===== config.mk =====
export PLATFORM = sky130hd
export DESIGN_NAME = pipeline_control_unit
export DESIGN_NICKNAME = d
export VERILOG_FILES = /design/src/rtl/pipeline_control_unit.sv
export SDC_FILE = /design/constraint.sdc
export NUM_CORES = 1
export LEC_CHECK = 0
export ABC_AREA = 1
export CAP_MARGIN = 20
export CORE_ASPECT_RATIO = 1.75
export CORE_MARGIN = 5
export CORE_UTILIZATION = 55
export DETAILED_ROUTE_END_ITERATION = 16
export PLACE_DENSITY = 0.89
export SLEW_MARGIN = 20
export SYNTH_ARGS = -nofsm -noshare
export SYNTH_HDL_FRONTEND = slang
export SYNTH_SLANG_ARGS = --single-unit

===== constraint.sdc =====
create_clock -name i_clock -period 3.6 [get_ports i_clock]
set_clock_uncertainty 0.2 [all_clocks]
set_input_delay 0.54 -clock i_clock [delete_from_list [all_inputs] [get_ports i_clock]]
set_output_delay 0.54 -clock i_clock [all_outputs]
set_load 0.01 [all_outputs]

===== src/rtl/pipeline_control_unit.sv =====
// Central sequencer for the 5-stage pipeline: stage enables, IF/ID flush, ID/EX bubble,
// free-run / single-step control, and the post-halt drain with an executed-cycle counter.
module pipeline_control_unit #(
  parameter int DRAIN_CYCLES = 4,
  parameter int NB_DRAIN     = 4,
  parameter int NB_CYCLES    = 32
) (
  input  logic                 i_clock,
  input  logic                 i_reset,
  input  logic                 i_start,
  input  logic                 i_step_mode,
  input  logic                 i_step,
  input  logic                 i_stall,
  input  logic                 i_branch_taken,
  input  logic                 i_halt_detected,
  output logic                 o_pc_enable,
  output logic                 o_if_id_enable,
  output logic                 o_if_id_flush,
  output logic                 o_id_ex_bubble,
  output logic                 o_pipe_enable,
  output logic                 o_running,
  output logic                 o_halted,
  output logic [NB_CYCLES-1:0] o_cycle_count
);

  typedef enum logic [2:0] {
    IDLE   = 3'd0,
    RUN    = 3'd1,
    STEP   = 3'd2,
    DRAIN  = 3'd3,
    HALTED = 3'd4
  } state_t;

  state_t                state_reg, state_next;
  logic [NB_DRAIN-1:0]   drain_reg, drain_next;
  logic [NB_CYCLES-1:0]  cycle_reg;
  logic                  advance;

  assign advance       = (state_reg == RUN) || ((state_reg == STEP) && i_step);
  assign o_cycle_count = cycle_reg;

  always_ff @(posedge i_clock) begin
    if (!i_reset) begin
      state_reg <= IDLE;
      drain_reg <= '0;
      cycle_reg <= '0;
    end else begin
      state_reg <= state_next;
      drain_reg <= drain_next;
      if (o_pipe_enable)
        cycle_reg <= cycle_reg + NB_CYCLES'(1);
    end
  end

  always_comb begin
    state_next = state_reg;
    drain_next = drain_reg;
    case (state_reg)
      IDLE: begin
        if (i_start)
          state_next = i_step_mode ? STEP : RUN;
      end
      RUN, STEP: begin
        // A halt only counts when it is not masked by a stall or a taken branch.
        if (advance && !i_stall && !i_branch_taken && i_halt_detected) begin
          state_next = DRAIN;
          drain_next = NB_DRAIN'(DRAIN_CYCLES - 1);
        end
      end
      DRAIN: begin
        if (drain_reg == '0)
          state_next = HALTED;
        else
          drain_next = drain_reg - NB_DRAIN'(1);
      end
      HALTED:  state_next = HALTED;
      default: state_next = IDLE;
    endcase
  end

  always_comb begin
    o_pc_enable    = 1'b0;
    o_if_id_enable = 1'b0;
    o_if_id_flush  = 1'b0;
    o_id_ex_bubble = 1'b0;
    o_pipe_enable  = 1'b0;
    o_running      = (state_reg == RUN) || (state_reg == STEP) || (state_reg == DRAIN);
    o_halted       = (state_reg == HALTED);
    if (advance) begin
      o_pipe_enable = 1'b1;
      if (i_stall) begin
        o_id_ex_bubble = 1'b1;
      end else if (i_branch_taken) begin
        o_pc_enable    = 1'b1;
        o_if_id_enable = 1'b1;
        o_if_id_flush  = 1'b1;
      end else if (i_halt_detected) begin
        o_if_id_enable = 1'b1;
        o_if_id_flush  = 1'b1;
      end else begin
        o_pc_enable    = 1'b1;
        o_if_id_enable = 1'b1;
      end
    end else if (state_reg == DRAIN) begin
      // Keep retiring in-flight instructions while feeding NOPs behind them.
      o_if_id_enable = 1'b1;
      o_if_id_flush  = 1'b1;
      o_pipe_enable  = 1'b1;
    end
  end

endmodule


==> flow_metrics.env, run 1 <==
export IMPL_status="complete, no violations"
export IMPL_yosys_area_top_type="dfxtp_1"
export IMPL_synth_edf_count=0
export IMPL_p_leak_nw=1.04
export IMPL_finalSetupViolCount=0
export IMPL_clkLatencyLatePin_ns=0.29
export IMPL_yosysWarnings=0
export IMPL_track_usage_pct=22.8
export IMPL_path_delay_family="buffers and inverters"
export IMPL_die_h_um=95.0
export IMPL_critPathMaxFanout=3
export IMPL_antenna_cells=0
export IMPL_first_global_vias=2457
export IMPL_clk_path_buf_depth=2
export IMPL_mostFrequentLayoutCell="nand2_1"
export IMPL_synth_area_leaders="dfxtp_1 34%, nand2_1 18%, nor2_1 11%"
export IMPL_synthDistinctLibCells=27
export IMPL_initial_core_util_pct=55.8
export IMPL_ys_flop_type="dfxtp_1"
export IMPL_drt_iter0_drc=91
export IMPL_dieWidth_um=58.6
export IMPL_maxCapViolCount=0
export IMPL_gp_congestion=0.933
export IMPL_filler_cell_count=375
export IMPL_drt_total_wl_um=5870
export IMPL_ctsHtreeMaxLevel=2
export IMPL_numPortBuffers=46
export IMPL_rsz0062_at_grt="false"
export IMPL_cts_hold_buf=0
export IMPL_core_area_um2=4070
export IMPL_crit_buf_inv=2
export IMPL_endpoint_kind="output port"
export IMPL_grt_start_max_net_pins=32
export IMPL_path_cells="clkdlybuf4s50_1, nor2_1, nor2_2, nand3_1, o21ai_0, clkdlybuf4s50_1"
export IMPL_cts_resized=0
export IMPL_final_net_count=424
export IMPL_hold_viol=0
export IMPL_die_area_um2=5570
export IMPL_cp_required_ns=2.86
export IMPL_drive_above_1_share_pct=7.00
export IMPL_cts_setup_buffers=0
export IMPL_multi_input_area_um2=1290
export IMPL_place_hpwl_um=4630
export IMPL_synth_top_area_share_pct=34.4
export IMPL_clock_sinks=39
export IMPL_vias=2422
export IMPL_drc_errors=0
export IMPL_root_buffer="clkbuf_8"
export IMPL_timing_hold_ws_ns=0.293
export IMPL_hold_depth=2
export IMPL_worstMarginPinSlew_ns=0.751
export IMPL_postPlaceCellArea_um2=2770
export IMPL_io_pins=47
export IMPL_clkTransAtPathRegs_ns=0.07
export IMPL_min_from="drain_reg[3]"
export IMPL_reg2reg_setup_slack_ns=1.53
export IMPL_fmax_ghz=0.357
export IMPL_cp_common_cell="clkdlybuf4s50_1"
export IMPL_r2r_start="state_reg[0]"
export IMPL_synth_seq_area_share_pct=34.4
export IMPL_hp_class="flop to flop"
export IMPL_setup_tns_ns=0
export IMPL_final_area_um2=2850
export IMPL_crit_slowest_cell="clkdlybuf4s50_1"
export IMPL_antenna_found_initial=0
export IMPL_rr_endpoint="o_cycle_count[14]"
export IMPL_grt_pass1_wl_um=9990
export IMPL_antenna_left=0
export IMPL_drv_slew=0
export IMPL_overflow=0
export IMPL_final_cell_mix="109 x nand2_1, 64 x nor2_1, 46 x clkdlybuf4s50_1"
export IMPL_cellPowerDensity_nw_per_um2=481
export IMPL_cts_made_buffers=5
export IMPL_synth_nets=375
export IMPL_slowest_delay_ns=0.57
export IMPL_async_flop_share_pct=0
export IMPL_regArea_um2=781
export IMPL_cts_tree="yes"
export IMPL_synth_avg_cell_area_um2=6.23
export IMPL_synth_seq_cells=39
export IMPL_rows=31
export IMPL_r2r_cells=9
export IMPL_startpoint_type="input port"
export IMPL_whs_endpoint="drain_reg[3]"
export IMPL_vdd_drop_max_uv=395
export IMPL_netlist_area_um2=2270
export IMPL_dr_pass1_iters=4
export IMPL_fin_crit_ns=2.80
export IMPL_largest_register_ffs=32
export IMPL_slew_headroom_pct=49.9
export IMPL_wl_per_cell_um=12.7
export IMPL_cp_arrival_ns=2.06
export IMPL_netlist_instances=365
export IMPL_synthToLayoutAreaGrowth_pct=25.6
export IMPL_fin_crit_sh_pct=77.9
export IMPL_critPathKind="input port to output port"
export IMPL_via_per_inst=5.23
==> metal layers <==
| layer | part of all wire (%) | GRT usage (%) |
|---|---|---|
| met2 | 56 | 44.4 |
| met4 | 2.8 | 11.7 |
| met3 | 5.7 | 5.28 |
| met1 | 35 | 21.1 |
| met5 | 0 | 0 |
==> worst reg2reg max path, delay by kind of cell, from the launching register on <==
family | cells | cell delay [ns]
xor+xnor | 1 | 0.14
flops | 1 | 0.40
simple gates | 5 | 0.55
buf+inv | 3 | 0.65
==> cell families after synthesis <==
kind of cell | count (synthesis) | share of synthesized area, %
AOI/OAI and AO/OA | 46 | 11.0
xor gates and xnor gates | 7 | 2.70
adders and majority gates | 2 | 1.10
buffers and inverters | 49 | 8.98
DFF | 39 | 34.4
and+or+nand+nor | 222 | 41.9
==> per-stage QoR <==
stage | worst slack (ns) | power (mW) | std cells | util, %
6_report | 0.796 | 1.37 | 463 | 70.1
5_1_grt | 0.641 | 1.48 | 463 | 70.1
4_1_cts | 0.789 | 1.37 | 463 | 70.1
3_5_place_dp | 0.783 | 1.08 | 456 | 67.9
3_3_place_gp | 0.843 | 1.06 | 456 | 67.9
2_1_floorplan | 1.75 | 0.921 | 365 | -
==> cells in the mapped netlist (2+ instances only) <==
cell / count
nand2_1: 109
nor2_1: 64
inv_1: 41
dfxtp_1: 39
nand3_1: 24
a21oi_1: 21
o21ai_0: 18
nor2_2: 8
o21bai_1: 5
xor2_1: 5
nand2_2: 4
nand4_1: 4
clkbuf_1: 3
nand3_2: 3
ha_1: 2
inv_2: 2
nor2_4: 2
xnor2_1: 2
==> worst max path at each step <==
stage                     startpoint       endpoint  slack [ns]  cells past startpoint
after global placement        i_step  o_if_id_flush        0.84                      6
after CTS                     i_step  o_if_id_flush        0.79                      6
after global routing          i_step  o_if_id_flush        0.64                      6
after floorplan               i_step  o_pipe_enable        1.75                      6
after detailed placement      i_step  o_if_id_flush        0.78                      6
final                         i_step  o_if_id_flush        0.80                      6
==> layout make-up <==
cell class / count / area share [%]
sequential: 39 / 27.4
timing repair buffer: 48 / 16.7
multi-input combinational: 277 / 45.1
clock buffer: 6 / 2.89
clock inverter: 1 / 0.175
inverter: 43 / 5.66
tap: 49 / 2.15
==> power by group <==
group	total, mW	switching (mW)	internal, mW
sequential	0.499	0.0309	0.468
combinational	0.576	0.364	0.212
clock	0.299	0.149	0.150
(Power assumes the default switching activity.)
==> inputs of run 2 (changes only) <==
--- a/config.mk
+++ b/config.mk
@@ -9,9 +9,9 @@
 export CAP_MARGIN = 20
 export CORE_ASPECT_RATIO = 1.75
 export CORE_MARGIN = 5
-export CORE_UTILIZATION = 55
+export CORE_UTILIZATION = 51
 export DETAILED_ROUTE_END_ITERATION = 16
-export PLACE_DENSITY = 0.89
+export PLACE_DENSITY = 0.84
 export SLEW_MARGIN = 20
 export SYNTH_ARGS = -nofsm -noshare
 export SYNTH_HDL_FRONTEND = slang
==> constraint.sdc (replaced) <==
create_clock -name i_clock -period 2.94 [get_ports i_clock]
set_clock_uncertainty 0.2 [all_clocks]
set_input_delay 0.441 -clock i_clock [delete_from_list [all_inputs] [get_ports i_clock]]
set_output_delay 0.441 -clock i_clock [all_outputs]
set_load 0.01 [all_outputs]
==> run 2 against run 1 <==
Final cell count is 1.1% higher. Critical path depth stayed put. Via count is 0.41% higher. Clock-buffer cell count is 2 higher. Critical path type unchanged.
==> flow_metrics.env, run 2 (same netlist as run 1, synthesis figures left out) <==
export IMPL_status="complete, no violations"
export IMPL_cts_setup_buffers=0
export IMPL_die_area_um2=5940
export IMPL_clk_path_buf_depth=2
export IMPL_wl_per_cell_um=12.7
export IMPL_io_pins=47
export IMPL_dr_pass1_iters=4
export IMPL_largest_register_ffs=32
export IMPL_critPathLaunch="i_step"
export IMPL_grt_pass1_wl_um=10100
export IMPL_final_net_count=426
export IMPL_cp_arrival_ns=1.94
export IMPL_vias=2432
export IMPL_rows=32
export IMPL_drv_slew=0
export IMPL_critPathMaxFanout=3
export IMPL_drive_above_1_share_pct=7.43
export IMPL_cp_common_cell="clkdlybuf4s50_1"
export IMPL_fmax_ghz=0.388
export IMPL_drt_iter0_drc=102
export IMPL_worstMarginPinSlew_ns=0.358
export IMPL_clkLatencyLatePin_ns=0.30
export IMPL_track_usage_pct=21.9
export IMPL_endpoint_kind="output port"
export IMPL_cts_hold_buf=0
export IMPL_cts_resized=0
export IMPL_ctsHtreeMaxLevel=2
export IMPL_drc_errors=0
export IMPL_cellPowerDensity_nw_per_um2=596
export IMPL_postPlaceCellArea_um2=2780
export IMPL_finalSetupViolCount=0
export IMPL_hold_viol=0
export IMPL_rsz0062_at_grt="false"
export IMPL_mostFrequentLayoutCell="nand2_1"
export IMPL_drt_total_wl_um=5930
export IMPL_antenna_left=0
export IMPL_fin_crit_sh_pct=87.6
export IMPL_gp_congestion=0.905
export IMPL_core_area_um2=4360
export IMPL_min_from="o_cycle_count[12]"
export IMPL_critPathKind="input port to output port"
export IMPL_root_buffer="clkbuf_8"
export IMPL_slew_headroom_pct=75.9
export IMPL_place_hpwl_um=4670
export IMPL_antenna_found_initial=0
export IMPL_startpoint_type="input port"
export IMPL_initial_core_util_pct=52.1
export IMPL_final_cell_mix="109 x nand2_1, 64 x nor2_1, 46 x clkdlybuf4s50_1"
export IMPL_synthToLayoutAreaGrowth_pct=26.9
export IMPL_numPortBuffers=46
export IMPL_final_area_um2=2880
export IMPL_cts_tree="yes"
export IMPL_path_cells="clkdlybuf4s50_1, nor2_1, nor2_2, nand3_1, o21ai_0, clkdlybuf4s50_1"
export IMPL_filler_cell_count=402
export IMPL_p_leak_nw=1.05
export IMPL_r2r_start="state_reg[0]"
export IMPL_clock_sinks=39
export IMPL_cp_required_ns=2.30
export IMPL_overflow=0
export IMPL_setup_tns_ns=0
export IMPL_first_global_vias=2447
export IMPL_cts_made_buffers=5
export IMPL_via_per_inst=5.20
export IMPL_fin_crit_ns=2.58
export IMPL_hp_class="flop to flop"
export IMPL_grt_start_max_net_pins=32
export IMPL_crit_buf_inv=2
export IMPL_dieWidth_um=60.5
export IMPL_crit_slowest_cell="clkdlybuf4s50_1"
export IMPL_die_h_um=98.3
export IMPL_antenna_cells=0
export IMPL_path_delay_family="buffers and inverters"
export IMPL_vdd_drop_max_uv=647
export IMPL_maxCapViolCount=0
export IMPL_clkTransAtPathRegs_ns=0.08
export IMPL_slowest_delay_ns=0.56
-- run 2: cell count changes in the layout (fill, tap and decap cells not counted) --
cell and delta:
clkbuf_8 +1, clkbuf_1 +1, clkinv_2 -1, buf_4 +2
-- run 2: layer usage --
metal	up-vias	global-route usage [%]	routed length [um]
met5	-	0	0
met2	52	40.3	3270
met3	18	4.50	218
li1	1251	-	-
met1	1111	21.0	2250
met4	0	12.5	192
-- run 2: report_power, final --
part           switching, mW  internal [mW]  leakage, nW
Combinational          0.431          0.272        0.684
Sequential            0.0381          0.573        0.315
Clock                  0.191          0.214       0.0515
-- run 2: worst paths after layout --
path | cells after the start | slack [ns] | end
max | 6 | 0.36 | o_if_id_flush
min | 2 | 0.30 | o_cycle_count[12]
min reg2reg | 2 | 0.30 | o_cycle_count[12]
max reg2reg | 10 | 0.87 | o_cycle_count[26]
-- run 2: cell type report --
type                    instances  area (um2)  area share, %
repair buffers                 50         490           17.0
clock buffers                   8         100           3.47
well taps                      51        63.8           2.21
inverters                      43         161           5.60
multi-input cells             277        1290           44.6
flip-flops and latches         39         781           27.1
-- run 2: worst min-delay path, cell delays in order, from the launching register on --
cell and delay, ns:
dfxtp_1 0.34, inv_1 0.07, a21oi_1 0.05
-- run 2: through the flow --
step | util (%) | hold slack, ns | instances | worst slack (ns) | total power, mW
after floorplan | - | 0.265 | 365 | 1.19 | 1.13
after global placement | 63.8 | 0.276 | 460 | 0.389 | 1.31
after detailed placement | 63.8 | 0.291 | 460 | 0.355 | 1.33
after CTS | 66.1 | 0.302 | 468 | 0.353 | 1.73
after global routing | 66.1 | 0.325 | 468 | 0.317 | 1.83
final | 66.1 | 0.298 | 468 | 0.364 | 1.72
